--- config.mk ---
export PLATFORM = sky130hd
export DESIGN_NAME = bram_mac_mover
export DESIGN_NICKNAME = d
export VERILOG_FILES = /design/src/rtl/tpu_pkg.sv /design/src/rtl/mac_lane.sv /design/src/rtl/bram_mac_mover.sv
export SDC_FILE = /design/constraint.sdc
export NUM_CORES = 1
export LEC_CHECK = 0
export CORE_ASPECT_RATIO = 1.1
export CORE_UTILIZATION = 30
export DETAILED_ROUTE_END_ITERATION = 7
export SKIP_LAST_GASP = 1
export SLEW_MARGIN = 20
export SYNTH_ARGS = -nofsm -noshare
export SYNTH_HDL_FRONTEND = slang
export SYNTH_SLANG_ARGS = --single-unit
--- constraint.sdc ---
create_clock -name clk -period 8.2 [get_ports clk]
set_input_delay 2.05 -clock clk [delete_from_list [all_inputs] [get_ports clk]]
set_output_delay 2.05 -clock clk [all_outputs]
set_load 0.05 [all_outputs]
--- src/rtl/tpu_pkg.sv ---
// Shared definitions for the TPU datapath: mover FSM state encodings and
// small elaboration-time helpers.
package tpu_pkg;

    typedef logic [2:0] state_t;

    localparam state_t S_IDLE  = 3'd0;
    localparam state_t S_READ  = 3'd1;
    localparam state_t S_DRAIN = 3'd2;
    localparam state_t S_WRITE = 3'd3;
    localparam state_t S_DONE  = 3'd4;

    // Width of a lane index; never below one bit so LANES=1 still elaborates.
    function automatic int unsigned lane_idx_width(input int unsigned lanes);
        return (lanes > 1) ? $clog2(lanes) : 1;
    endfunction

endpackage

--- src/rtl/mac_lane.sv ---
// One multiply-accumulate lane: acc <= acc + a*b on valid, cleared by clr.
// The accumulator wraps modulo 2^ACC_WIDTH.
module mac_lane #(
    parameter int IN_DATA_WIDTH = 8,
    parameter int ACC_WIDTH     = 32,
    parameter int SIGNED        = 0
) (
    input  logic                     clk,
    input  logic                     reset_n,
    input  logic                     clr,
    input  logic                     valid,
    input  logic [IN_DATA_WIDTH-1:0] a,
    input  logic [IN_DATA_WIDTH-1:0] b,
    output logic [ACC_WIDTH-1:0]     acc
);

    localparam int PW = 2 * IN_DATA_WIDTH;

    logic                 sx_a;
    logic                 sx_b;
    logic [PW-1:0]        a_x;
    logic [PW-1:0]        b_x;
    logic [PW-1:0]        prod;
    logic [ACC_WIDTH-1:0] prod_x;
    logic [ACC_WIDTH-1:0] acc_d;
    logic [ACC_WIDTH-1:0] acc_q;

    // Operands are widened to the product width first, so the low PW bits of
    // one unsigned multiply are correct for both signed and unsigned lanes.
    assign sx_a = (SIGNED != 0) && a[IN_DATA_WIDTH-1];
    assign sx_b = (SIGNED != 0) && b[IN_DATA_WIDTH-1];
    assign a_x  = {{IN_DATA_WIDTH{sx_a}}, a};
    assign b_x  = {{IN_DATA_WIDTH{sx_b}}, b};
    assign prod = a_x * b_x;

    if (ACC_WIDTH > PW) begin : g_ext
        assign prod_x = {{(ACC_WIDTH - PW){(SIGNED != 0) && prod[PW-1]}}, prod};
    end else begin : g_trunc
        assign prod_x = prod[ACC_WIDTH-1:0];
    end

    always_comb begin
        acc_d = acc_q;
        if (clr) begin
            acc_d = '0;
        end else if (valid) begin
            acc_d = acc_q + prod_x;
        end
    end

    always_ff @(posedge clk or negedge reset_n) begin
        if (!reset_n) begin
            acc_q <= '0;
        end else begin
            acc_q <= acc_d;
        end
    end

    assign acc = acc_q;

endmodule

--- src/rtl/bram_mac_mover.sv ---
// Streams word pairs from BRAM0/BRAM1 through LANES MAC lanes and writes the
// lane accumulators back to BRAM2.
module bram_mac_mover
    import tpu_pkg::*;
#(
    parameter  int LANES         = 4,
    parameter  int IN_DATA_WIDTH = 8,
    parameter  int ACC_WIDTH     = 32,
    parameter  int AWIDTH        = 12,
    parameter  int CNT_BIT       = 31,
    parameter  int SIGNED        = 0,
    localparam int DWIDTH        = LANES * IN_DATA_WIDTH
) (
    input  logic                 clk,
    input  logic                 reset_n,
    input  logic                 start_run_i,
    input  logic [CNT_BIT-1:0]   run_count_i,
    input  logic                 acc_clear_i,
    input  logic [AWIDTH-1:0]    rd_base_i,
    input  logic [AWIDTH-1:0]    wr_base_i,
    output logic                 idle_o,
    output logic                 read_o,
    output logic                 write_o,
    output logic                 done_o,
    output logic [AWIDTH-1:0]    addr_b0_o,
    output logic                 ce_b0_o,
    output logic                 we_b0_o,
    input  logic [DWIDTH-1:0]    q_b0_i,
    output logic [AWIDTH-1:0]    addr_b1_o,
    output logic                 ce_b1_o,
    output logic                 we_b1_o,
    input  logic [DWIDTH-1:0]    q_b1_i,
    output logic [AWIDTH-1:0]    addr_b2_o,
    output logic                 ce_b2_o,
    output logic                 we_b2_o,
    output logic [ACC_WIDTH-1:0] d_b2_o
);

    localparam int LW = lane_idx_width(LANES);

    state_t               state_q;
    state_t               state_d;
    logic [AWIDTH-1:0]    rd_addr_q;
    logic [AWIDTH-1:0]    rd_addr_d;
    logic [AWIDTH-1:0]    wr_addr_q;
    logic [AWIDTH-1:0]    wr_addr_d;
    logic [CNT_BIT-1:0]   rd_left_q;
    logic [CNT_BIT-1:0]   rd_left_d;
    logic [LW-1:0]        wr_idx_q;
    logic [LW-1:0]        wr_idx_d;
    logic                 rd_valid_q;
    logic                 rd_valid_d;
    logic                 acc_clr;
    logic [ACC_WIDTH-1:0] acc_vec [LANES];

    always_comb begin
        state_d    = state_q;
        rd_addr_d  = rd_addr_q;
        wr_addr_d  = wr_addr_q;
        rd_left_d  = rd_left_q;
        wr_idx_d   = wr_idx_q;
        acc_clr    = 1'b0;
        // BRAM read data lags the address by one cycle, so valid is READ delayed.
        rd_valid_d = (state_q == S_READ);
        case (state_q)
            S_IDLE: begin
                if (start_run_i) begin
                    rd_addr_d = rd_base_i;
                    wr_addr_d = wr_base_i;
                    rd_left_d = run_count_i;
                    wr_idx_d  = '0;
                    if (run_count_i == '0) begin
                        state_d = S_DONE;
                    end else begin
                        state_d = S_READ;
                        acc_clr = acc_clear_i;
                    end
                end
            end
            S_READ: begin
                rd_addr_d = rd_addr_q + AWIDTH'(1);
                rd_left_d = rd_left_q - CNT_BIT'(1);
                if (rd_left_q == CNT_BIT'(1)) begin
                    state_d = S_DRAIN;
                end
            end
            S_DRAIN: begin
                state_d = S_WRITE;
            end
            S_WRITE: begin
                wr_addr_d = wr_addr_q + AWIDTH'(1);
                wr_idx_d  = wr_idx_q + LW'(1);
                if (wr_idx_q == LW'(LANES - 1)) begin
                    state_d = S_DONE;
                end
            end
            S_DONE: begin
                state_d = S_IDLE;
            end
            default: begin
                state_d = S_IDLE;
            end
        endcase
    end

    always_ff @(posedge clk or negedge reset_n) begin
        if (!reset_n) begin
            state_q    <= S_IDLE;
            rd_addr_q  <= '0;
            wr_addr_q  <= '0;
            rd_left_q  <= '0;
            wr_idx_q   <= '0;
            rd_valid_q <= 1'b0;
        end else begin
            state_q    <= state_d;
            rd_addr_q  <= rd_addr_d;
            wr_addr_q  <= wr_addr_d;
            rd_left_q  <= rd_left_d;
            wr_idx_q   <= wr_idx_d;
            rd_valid_q <= rd_valid_d;
        end
    end

    // Lane 0 takes the most significant operand slice.
    for (genvar k = 0; k < LANES; k++) begin : g_lane
        mac_lane #(
            .IN_DATA_WIDTH(IN_DATA_WIDTH),
            .ACC_WIDTH    (ACC_WIDTH),
            .SIGNED       (SIGNED)
        ) u_lane (
            .clk    (clk),
            .reset_n(reset_n),
            .clr    (acc_clr),
            .valid  (rd_valid_q),
            .a      (q_b0_i[(LANES - k) * IN_DATA_WIDTH - 1 -: IN_DATA_WIDTH]),
            .b      (q_b1_i[(LANES - k) * IN_DATA_WIDTH - 1 -: IN_DATA_WIDTH]),
            .acc    (acc_vec[k])
        );
    end

    assign idle_o    = (state_q == S_IDLE);
    assign read_o    = (state_q == S_READ);
    assign write_o   = (state_q == S_WRITE);
    assign done_o    = (state_q == S_DONE);

    assign addr_b0_o = read_o ? rd_addr_q : '0;
    assign addr_b1_o = read_o ? rd_addr_q : '0;
    assign ce_b0_o   = read_o;
    assign ce_b1_o   = read_o;
    assign we_b0_o   = 1'b0;
    assign we_b1_o   = 1'b0;

    // Write-side outputs are decoded from state so reset drops them at once.
    assign addr_b2_o = write_o ? wr_addr_q : '0;
    assign ce_b2_o   = write_o;
    assign we_b2_o   = write_o;
    assign d_b2_o    = write_o ? acc_vec[wr_idx_q] : '0;

endmodule

==> results of run 1 <==
worst max path at each step:
stage	start	endpoint	slack (ns)	cells past startpoint
after floorplan	q_b1_i[17]	g_lane[1].u_lane.acc[29]$_DFFE_PN0P_	1.80	17
after global placement	q_b1_i[2]	g_lane[3].u_lane.acc[22]$_DFFE_PN0P_	0.82	17
after detailed placement	q_b1_i[2]	g_lane[3].u_lane.acc[24]$_DFFE_PN0P_	0.82	17
after CTS	q_b1_i[2]	g_lane[3].u_lane.acc[24]$_DFFE_PN0P_	1.28	17
after global routing	q_b0_i[4]	g_lane[3].u_lane.acc[18]$_DFFE_PN0P_	0.84	16
final	q_b1_i[2]	g_lane[3].u_lane.acc[24]$_DFFE_PN0P_	1.26	17
placed cells by master, fill, tap and decap left out, types with 10 or more instances in the layout:
cell type,count
and2_1,199
nor2_1,180
a211oi_1,23
mux4_2,32
nand2_1,244
fa_1,200
xnor2_1,28
a311oi_1,15
clkbuf_16,17
xor2_1,28
and3_1,16
o211ai_1,27
nor4_1,15
o21ai_0,68
or4_1,20
a31oi_1,14
mux2i_1,44
dfrtp_1,187
inv_1,415
o21a_1,10
nand4_1,23
o22ai_1,10
or3_1,13
ha_1,169
a21oi_1,104
a21o_1,27
nor3_1,31
nand3_1,60
clkdlybuf4s50_1,197
buf_4,14
per-stage QoR:
| step | power (mW) | std cells | utilization | cell area, um2 | setup WS, ns |
|---|---|---|---|---|---|
| 2_1_floorplan | 7.16 | 2428 | - | 21200 | 1.80 |
| 3_3_place_gp | 8.69 | 3466 | 0.346 | 24000 | 0.823 |
| 3_5_place_dp | 8.74 | 3466 | 0.346 | 24000 | 0.819 |
| 4_1_cts | 9.70 | 3498 | 0.355 | 24600 | 1.28 |
| 5_1_grt | 10.8 | 3498 | 0.355 | 24600 | 0.838 |
| 6_report | 9.62 | 3499 | 0.355 | 24600 | 1.26 |
cell type report:
cell class | count | area, um2
Antenna cell | 1 | 2.50
Clock buffer | 17 | 425
Clock inverter | 15 | 198
Fill cell | 7093 | 44700
Inverter | 417 | 1570
Multi-Input combinational cell | 1720 | 14400
Sequential cell | 189 | 4730
Tap cell | 927 | 1160
Timing Repair Buffer | 213 | 2110
power by group:
group / total (mW) / internal, mW / switching, mW
registers: 1.73 / 1.31 / 0.419
clock network: 0.900 / 0.468 / 0.432
logic: 6.99 / 2.99 / 4.00
Yosys cell counts, types with 23 or more instances:
cell type  instances
nor3_1            31
nor2_1           181
nand4_1           23
o21ai_0           68
mux4_2            32
ha_1             169
a211oi_1          23
xnor2_1           28
clkbuf_1          67
xor2_1            28
inv_1            415
a21o_1            27
a21oi_1          104
nand3_1           60
nand2_1          244
dfrtp_1          189
mux2i_1           44
o211ai_1          27
and2_1           199
fa_1             200
registers in the layout (all words and copies together), names as in the netlist:
signal and cells:
rd_addr_q 12, g_lane.u_lane.acc 128, rd_left_q 31, wr_addr_q 12, rd_valid_q 1, wr_idx_q 2, state_q 3
critical path, stage by stage:
cell and delay, ns:
clkdlybuf4s50_1 0.62, nand2_1 0.12, fa_1 0.56, inv_1 0.06
fa_1 0.49, fa_1 0.49, inv_1 0.05, fa_1 0.47
inv_1 0.04, ha_1 0.39, nand3_1 0.13, nor4_1 0.46
nor2_1 0.16, a211oi_1 0.43, o21ai_0 0.28, or4_1 0.45
nand2_1 0.08
routing by layer:
metal  part of all wire  routed length (um)  global-route usage  vias up
li1                   -                   -                   -     8282
met1               0.46               26700               0.230     8525
met2               0.49               28400               0.281      274
met3              0.028                1610              0.0131       57
met4              0.025                1450              0.0505        0
met5                  0                   0                   0        -
cell families (layout without fill, tap and decap cells):
logic type               count (synthesis)  in the layout  synth area share
multiplexers                            76             76            0.0548
flip-flops                             189            189             0.223
buffers and inverters                  519            662            0.0953
XOR/XNOR                                56             56            0.0232
AND/OR/NAND/NOR                        848            848             0.200
adder cells (fa/ha/maj)                369            369             0.289
AO/OA/AOI/OAI                          369            369             0.114
other                                    1              3          0.000177
==> results.ini, run 1 <==
[grt]
antenna_found_initial=1
grt_max_degree=118
grt.total_usage=0.168
grt_pass1_vias=17257
grt_overflow=0
grt_pass1_wl_um=95300

[yosys]
yosysWarnings=0
synthTopCellsByArea=dfrtp_1, fa_1, ha_1
async_reset_ff_frac=1.00
syn_area_mm2=0.0212
synth_ff_type=dfrtp_1
synth_edf_count=0
synth_cell_type_count=69
yosys.area.top_type=dfrtp_1
synth.avg_cell_area_um2=8.72
synth_top_area_share=0.223
synth-seq-cells=189
ys_seq_area_frac=0.223
syn_inst=2427

[routing]
ant_nets=0
drt-pass1-iter-count=5
vias_per_cell=4.90
num_vias=17138
drc=0
drtIter0Drc=984
drt_wl_total_um=58200
post_drt_wl_per_cell_um=16.6

[placement]
gp_congestion=0.876
hpwlAfterDp_um=46600
port_buffers=198

[flow_run]
cap_viol_max_count=0

[sta]
fin_skew_ns=0.0198
post-route-min-period_ns=6.94
fin_setup_tns_ns=0
finalCritPeriodShare=0.846
final_max_slew_viol_count=0
slew_headroom=0.399
finalSetupViolCount=0
hold_viol=0
whs_ns=0.505
tightest_slew_ns=0.889
rsz0062_at_grt=no
fmax_mhz=144

[cts]
clock_path_buffers=2
cts_tree=built
cts_root_buffer=clkbuf_16
cts_buffers=17
clkLatencyLatePin_ns=0.46
clkTransAtPathRegs_ns=0.07
cts.sinks=189
cts-hold-fix-buffers=0
cts_resized=0
ctsHtreeMaxLevel=4
postCtsSetupBuffers=0

[worst_setup_path]
critPathMaxFanout=8
cp.arrival_ns=7.33
start_kind=input pin
worst-r2r-cell-count=16
cp_data_required_time_ns=8.59
worstSetupEndpointType=flip-flop
crit_type=in2reg
r2r-start=g_lane[1].u_lane.acc[7]$_DFFE_PN0P_
rrSetupSlack_ns=3.24
worst_r2r_endpoint=g_lane[1].u_lane.acc[29]$_DFFE_PN0P_

[floorplan]
die-area_mm2=0.0716
io_pins=201
die_h_um=281
die_w_um=255
coreArea_mm2=0.0694
initial_core_util=0.305
core.rowCount=101

[outcome]
status=completed

[worst_hold_path]
hold_start=wr_addr_q[11]$_DFFE_PN0P_
hold_depth=2
hp-class=reg2reg
hold_end=wr_addr_q[11]$_DFFE_PN0P_

[power_and_ir_drop]
vdd_ir_drop_max_mv=0.230
power_density_mw_per_mm2=391
p_leak_nw=11.9

[final_layout]
drive_above_1_share=0.0420
area_growth_pct=16.3
layout.nets=3050

Note: power is estimated with default switching activity, not from simulation.
==> run 2, diff against run 1 <==
clock period = 7.2 ns   (was 8.2 ns; I/O delays follow)
==> run 2 against run 1 <==
Effect of this change:
- cell area increased by 0.31%
- flip-flop and latch count unchanged
- hold slack got worse by 0.0041 ns
- clock skew decreased by 0.0047 ns
- power increased by 14%
- combinational power increased by 15%
- sequential power increased by 14%
- clock power increased by 9.6%
- wire length increased by 1.4%
- global-route usage increased by 0.28 points
- critical path depth increased by 1
- cell count increased by 0.40%
- critical endpoint is now g_lane[3].u_lane.acc[22]$_DFFE_PN0P_
- highest routed layer unchanged
==> results.ini, run 2 (synthesis gave the netlist of run 1 again) <==
[outcome]
status=completed

[final_layout]
fill_cells=7150  ; +0.80%
largest_register=g_lane.u_lane.acc
finalNonFillerCells=3513  ; +0.40%
largestRegisters=g_lane.u_lane.acc x128, rd_left_q x31
layout_common_cells=inv_1, nand2_1, fa_1
antenna_cells=0  ; -1
utilization=0.356  ; +0.00110
multiInputGateArea_mm2=0.0144  ; unchanged
layout.nets=3065  ; +0.49%
regArea_mm2=0.00473  ; unchanged
area_growth_pct=16.7
final_common_cell=inv_1
drive_above_1_share=0.0472  ; +0.00517
largest_register_ffs=128  ; unchanged

[power_and_ir_drop]
p_clk_frac=0.090  ; -0.004
switching_share=0.506  ; +0.00124
power_density_mw_per_mm2=445  ; +14%
combPwrFrac=0.730  ; +0.003
p_seq_frac=0.180  ; about the same
p_int_mw=5.43  ; +14%
vdd_ir_drop_max_mv=0.317  ; +38%
p_sw_mw=5.55  ; +14%
p_leak_nw=11.9  ; +0.54%

[worst_hold_path]
hold_start=rd_addr_q[11]$_DFFE_PN0P_
hp-class=reg2reg
hold_depth=2  ; unchanged
hold_end=rd_addr_q[11]$_DFFE_PN0P_

[grt]
grt_overflow=0  ; unchanged
globalRouteMet2Util=0.286  ; +0.00502
grt_pass1_vias=17346  ; +0.52%
grt.total_usage=0.171  ; +0.00280
grtUsageMet1=0.234  ; +0.00368
met3_usage=0.0134  ; +0.000278
grt-busiest-layer=met2
grt_max_degree=118  ; unchanged
grt_pass1_wl_um=96500  ; +1.2%
antenna_found_initial=2  ; +1

[cts]
cts.sinks=189  ; unchanged
cts_resized=0  ; unchanged
clkTransAtPathRegs_ns=0.07  ; about the same
postCtsSetupBuffers=0  ; unchanged
cts-hold-fix-buffers=0  ; unchanged
ctsHtreeMaxLevel=4  ; unchanged
clkLatencyLatePin_ns=0.47  ; about the same
clock_path_buffers=2  ; unchanged
cts_buffers=17  ; unchanged
cts_root_buffer=clkbuf_16
cts_tree=built

[sta]
slew_headroom=0.288  ; -0.111
hold_viol=0  ; unchanged
rsz0062_at_grt=no
finalSetupViolCount=0  ; unchanged
fin_setup_tns_ns=0  ; unchanged
whs_ns=0.501  ; -0.00408 ns
final_max_slew_viol_count=0  ; unchanged
fmax_mhz=150
tightest_slew_ns=1.07  ; +0.179 ns
post-route-min-period_ns=6.67
fin_skew_ns=0.0151  ; -0.00472 ns
finalCritPeriodShare=0.926

[worst_setup_path]
critPathMaxFanout=8  ; unchanged
worst_r2r_endpoint=g_lane[1].u_lane.acc[29]$_DFFE_PN0P_
worst-r2r-cell-count=16  ; unchanged
rrSetupSlack_ns=2.17  ; -1.07 ns
cp_data_required_time_ns=7.60  ; -0.99 ns
r2r-start=g_lane[1].u_lane.acc[7]$_DFFE_PN0P_
worstSetupEndpointType=flip-flop
start_kind=input pin
cp.arrival_ns=7.06  ; -0.27 ns
crit_type=in2reg

[routing]
drtIter0Drc=874  ; -11%
drt-pass1-iter-count=5  ; unchanged
drt_wl_total_um=59000  ; +1.4%
vias_per_cell=4.90  ; about the same
ant_nets=0  ; unchanged
post_drt_wl_per_cell_um=16.8  ; +0.99%
num_vias=17216  ; +0.46%
drc=0  ; unchanged

[floorplan]
io_pins=201  ; unchanged
coreArea_mm2=0.0694  ; unchanged
initial_core_util=0.305  ; unchanged
die_w_um=255  ; unchanged
core.rowCount=101  ; unchanged
die_h_um=281  ; unchanged
die-area_mm2=0.0716  ; unchanged

[placement]
port_buffers=198  ; unchanged
hpwlAfterDp_um=47200  ; +1.4%
gp_congestion=0.876  ; about the same
dp.cells=3481  ; +0.43%

[flow_run]
cap_viol_max_count=0  ; unchanged

## run 2: cell types whose count changed in the layout (fill, tap and decap cells not counted), moves of 2 or more
cell | previous run | this run
clkinv_2 | 0 | 3
clkinvlp_4 | 3 | 1
inv_8 | 5 | 0
buf_4 | 14 | 29
clkinv_4 | 0 | 3
## run 2: area by class of cell
cell class	instances	area share
tap	927	0.0469
clock inverter	14	0.00648
timing repair buffer	228	0.0900
sequential	189	0.192
inverter	417	0.0634
multi-input combinational	1720	0.584
clock buffer	18	0.0174
## run 2: power by group through the flow
stage / clock, mW / combinational, mW / sequential, mW
floorplan: 0 / 6.43 / 1.73
global placement: 0 / 7.93 / 1.99
detailed placement: 0 / 7.99 / 1.99
CTS: 1.01 / 8.07 / 1.98
global route: 1.05 / 9.35 / 2.02
finish: 0.986 / 8.02 / 1.98
## run 2: worst max-delay path by stage
stage / cells past startpoint / slack [ns] / endpoint / start
2_1_floorplan: 17 / 1.05 / g_lane[1].u_lane.acc[29]$_DFFE_PN0P_ / q_b1_i[17]
3_3_place_gp: 17 / 0.15 / g_lane[1].u_lane.acc[29]$_DFFE_PN0P_ / q_b1_i[21]
3_5_place_dp: 17 / 0.08 / g_lane[1].u_lane.acc[29]$_DFFE_PN0P_ / q_b1_i[21]
4_1_cts: 18 / 0.57 / g_lane[3].u_lane.acc[22]$_DFFE_PN0P_ / q_b0_i[7]
5_1_grt: 18 / 0.22 / g_lane[3].u_lane.acc[22]$_DFFE_PN0P_ / q_b0_i[7]
6_report: 18 / 0.53 / g_lane[3].u_lane.acc[22]$_DFFE_PN0P_ / q_b0_i[6]
## run 2: per-stage QoR
step | area, um2 | total power, mW | setup slack [ns]
2_1_floorplan | 21200 | 8.15 | 1.05
3_3_place_gp | 24100 | 9.92 | 0.146
3_5_place_dp | 24100 | 9.99 | 0.0762
4_1_cts | 24700 | 11.1 | 0.567
5_1_grt | 24700 | 12.4 | 0.219
6_report | 24700 | 11.0 | 0.532
## run 2: worst max-delay path: stages
cell	delay, ns
clkdlybuf4s50_1	0.66
nand2_1	0.14
fa_1	0.54
inv_1	0.06
fa_1	0.44
fa_1	0.52
inv_1	0.05
fa_1	0.47
inv_1	0.04
ha_1	0.40
nand3_1	0.14
nor4_1	0.46
nor2_1	0.15
a211oi_1	0.30
buf_4	0.18
o21ai_0	0.18
or4_1	0.46
nand2_1	0.08
## run 2: metal layers
layer,vias to the layer above,share of wire
met1,8531,0.46
met4,0,0.024
li1,8304,-
met3,66,0.030
met2,315,0.49
met5,-,0
==> run 3, diff against run 2 <==
CORE_MARGIN = 4   (was unset)
==> run 3 against run 2 <==
Effect of this change:
- count of clock-buffer cells in the layout fell by 1
- cell count fell by 0.11%
- clock skew is 0.0013 ns lower
- clock power rose by 4%
- flip-flop and latch count unchanged
- wire length is 1.5% higher
- utilization decreased by 0.070 points
- via count about the same
- worst setup slack worse by 0.061 ns
- combinational power hardly changed
- sequential share of layout area about the same
- power up 0.22%
- critical endpoint is now g_lane[3].u_lane.acc[24]$_DFFE_PN0P_
==> results.ini, run 3 (synthesis gave the netlist of run 1 again) <==
[grt]
grt-busiest-layer=met2
grtUsageMet1=0.222  ; -0.0116
grt_pass1_wl_um=98100  ; +1.7%
globalRouteMet2Util=0.275  ; -0.0108
met3_usage=0.0183  ; +0.00491
grt_overflow=0  ; unchanged
grt_pass1_vias=17671  ; +1.9%
antenna_found_initial=0  ; -2
grt.total_usage=0.163  ; -0.00776
grt_max_degree=118  ; unchanged

[sta]
finalCritPeriodShare=0.935  ; +0.00849
whs_ns=0.508  ; +0.00714 ns
fin_skew_ns=0.0138  ; -0.00134 ns
rsz0062_at_grt=no
fmax_mhz=149  ; -0.91%
post-route-min-period_ns=6.73  ; +0.0611 ns
hold_viol=0  ; unchanged
fin_setup_tns_ns=0  ; unchanged
slew_headroom=0.297  ; +0.00857
tightest_slew_ns=1.04  ; -0.0275 ns
finalSetupViolCount=0  ; unchanged
final_max_slew_viol_count=0  ; unchanged

[routing]
drtIter0Drc=1059  ; +21%
vias_per_cell=4.90  ; about the same
num_vias=17208  ; -0.046%
post_drt_wl_per_cell_um=17.1  ; +1.6%
ant_nets=0  ; unchanged
drt_wl_total_um=59900  ; +1.5%
drc=0  ; unchanged
drt-pass1-iter-count=5  ; unchanged

[worst_hold_path]
hp-class=reg2reg

[final_layout]
final_cell_area_mm2=0.0247  ; about the same
largest_register=g_lane.u_lane.acc
layout.nets=3060  ; -0.16%
area_growth_pct=16.7  ; about the same
layout_common_cells=inv_1, nand2_1, fa_1
drive_above_1_share=0.0457  ; -0.00146
finalNonFillerCells=3509  ; -0.11%
largest_register_ffs=128  ; unchanged
final_common_cell=inv_1
largestRegisters=g_lane.u_lane.acc x128, rd_left_q x31

[power_and_ir_drop]
power_density_mw_per_mm2=446  ; +0.23%
p_leak_nw=11.9  ; about the same
vdd_ir_drop_max_mv=0.259  ; -18%

[placement]
hpwlAfterDp_um=47600  ; +0.86%
gp_congestion=0.851  ; -2.9%
place_area_mm2=0.0241  ; -0.16%
port_buffers=198  ; unchanged
dp.cells=3476  ; -0.14%

[cts]
cts.sinks=189  ; unchanged
cts-hold-fix-buffers=0  ; unchanged
cts_buffers=17  ; unchanged
ctsHtreeMaxLevel=4  ; unchanged
postCtsSetupBuffers=0  ; unchanged
clkLatencyLatePin_ns=0.45  ; -0.02 ns
cts_root_buffer=clkbuf_16
cts_tree=built
clock_path_buffers=2  ; unchanged
cts_resized=0  ; unchanged
clkTransAtPathRegs_ns=0.08  ; about the same

[floorplan]
die-area_mm2=0.0749  ; +4.5%
core.rowCount=101  ; unchanged
coreArea_mm2=0.0695  ; +0.18%
io_pins=201  ; unchanged
initial_core_util=0.305  ; -0.000555
die_h_um=287  ; +2.1%
die_w_um=261  ; +2.4%

[worst_setup_path]
worstSetupEndpointType=flip-flop
cp.arrival_ns=7.11  ; +0.05 ns
cp_data_required_time_ns=7.58  ; -0.02 ns
start_kind=input pin
crit_type=in2reg
critPathMaxFanout=8  ; unchanged

[outcome]
status=completed

[flow_run]
cap_viol_max_count=0  ; unchanged

## run 3: where the power goes
part / switching, mW / internal, mW / leakage, nW / total [mW]
logic: 4.57 / 3.43 / 9.28 / 8.00
clock network: 0.496 / 0.534 / 0.301 / 1.03
registers: 0.485 / 1.49 / 2.33 / 1.98
total: 5.55 / 5.45 / 11.9 / 11.0
## run 3: stage by stage
stage	utilization	setup slack, ns	power [mW]
after detailed placement	0.346	0.0537	10.0
after floorplan	-	1.05	8.15
after global placement	0.346	0.182	9.93
after CTS	0.355	0.534	11.1
after global routing	0.355	0.223	12.4
final	0.355	0.471	11.0
## run 3: per-layer routing
layer,wire length (um),part of all wire,up-vias
li1,-,-,8284
met1,27100,0.45,8541
met2,29200,0.49,316
met3,2150,0.036,67
met4,1440,0.024,0
met5,0,0,-
## run 3: cell type report
cell class	instances	area, um2
Clock buffer	17	425
Clock inverter	15	195
Sequential cell	189	4730
Timing Repair Buffer	223	2190
Multi-Input combinational cell	1720	14400
Inverter	417	1570
Antenna cell	1	2.50
Tap cell	927	1160
Fill cell	7222	44800
## run 3: worst max-delay path, stage by stage
cell and delay [ns]:
clkdlybuf4s50_1 0.63, nand2_1 0.13, fa_1 0.55, inv_1 0.06
fa_1 0.49, fa_1 0.49, inv_1 0.05, fa_1 0.47
inv_1 0.04, ha_1 0.40, nand3_1 0.14, nor4_1 0.50
nor2_1 0.17, a211oi_1 0.29, buf_4 0.19, o21ai_0 0.20
or4_1 0.45, nand2_1 0.08
## run 3: final timing paths
check                                                  endpoint                                 from  slack (ns)  cells past startpoint
setup / recovery           g_lane[3].u_lane.acc[24]$_DFFE_PN0P_                            q_b0_i[7]        0.47                     18
hold / removal                        rd_left_q[30]$_DFFE_PN0P_            rd_left_q[30]$_DFFE_PN0P_        0.51                      1
setup reg to reg           g_lane[1].u_lane.acc[29]$_DFFE_PN0P_  g_lane[1].u_lane.acc[7]$_DFFE_PN0P_        2.19                     16
hold reg to reg                       rd_left_q[30]$_DFFE_PN0P_            rd_left_q[30]$_DFFE_PN0P_        0.51                      1
max in group asynchronous  g_lane[0].u_lane.acc[12]$_DFFE_PN0P_                              reset_n        4.55                      2
min in group asynchronous              wr_addr_q[2]$_DFFE_PN0P_                              reset_n        1.44                      1
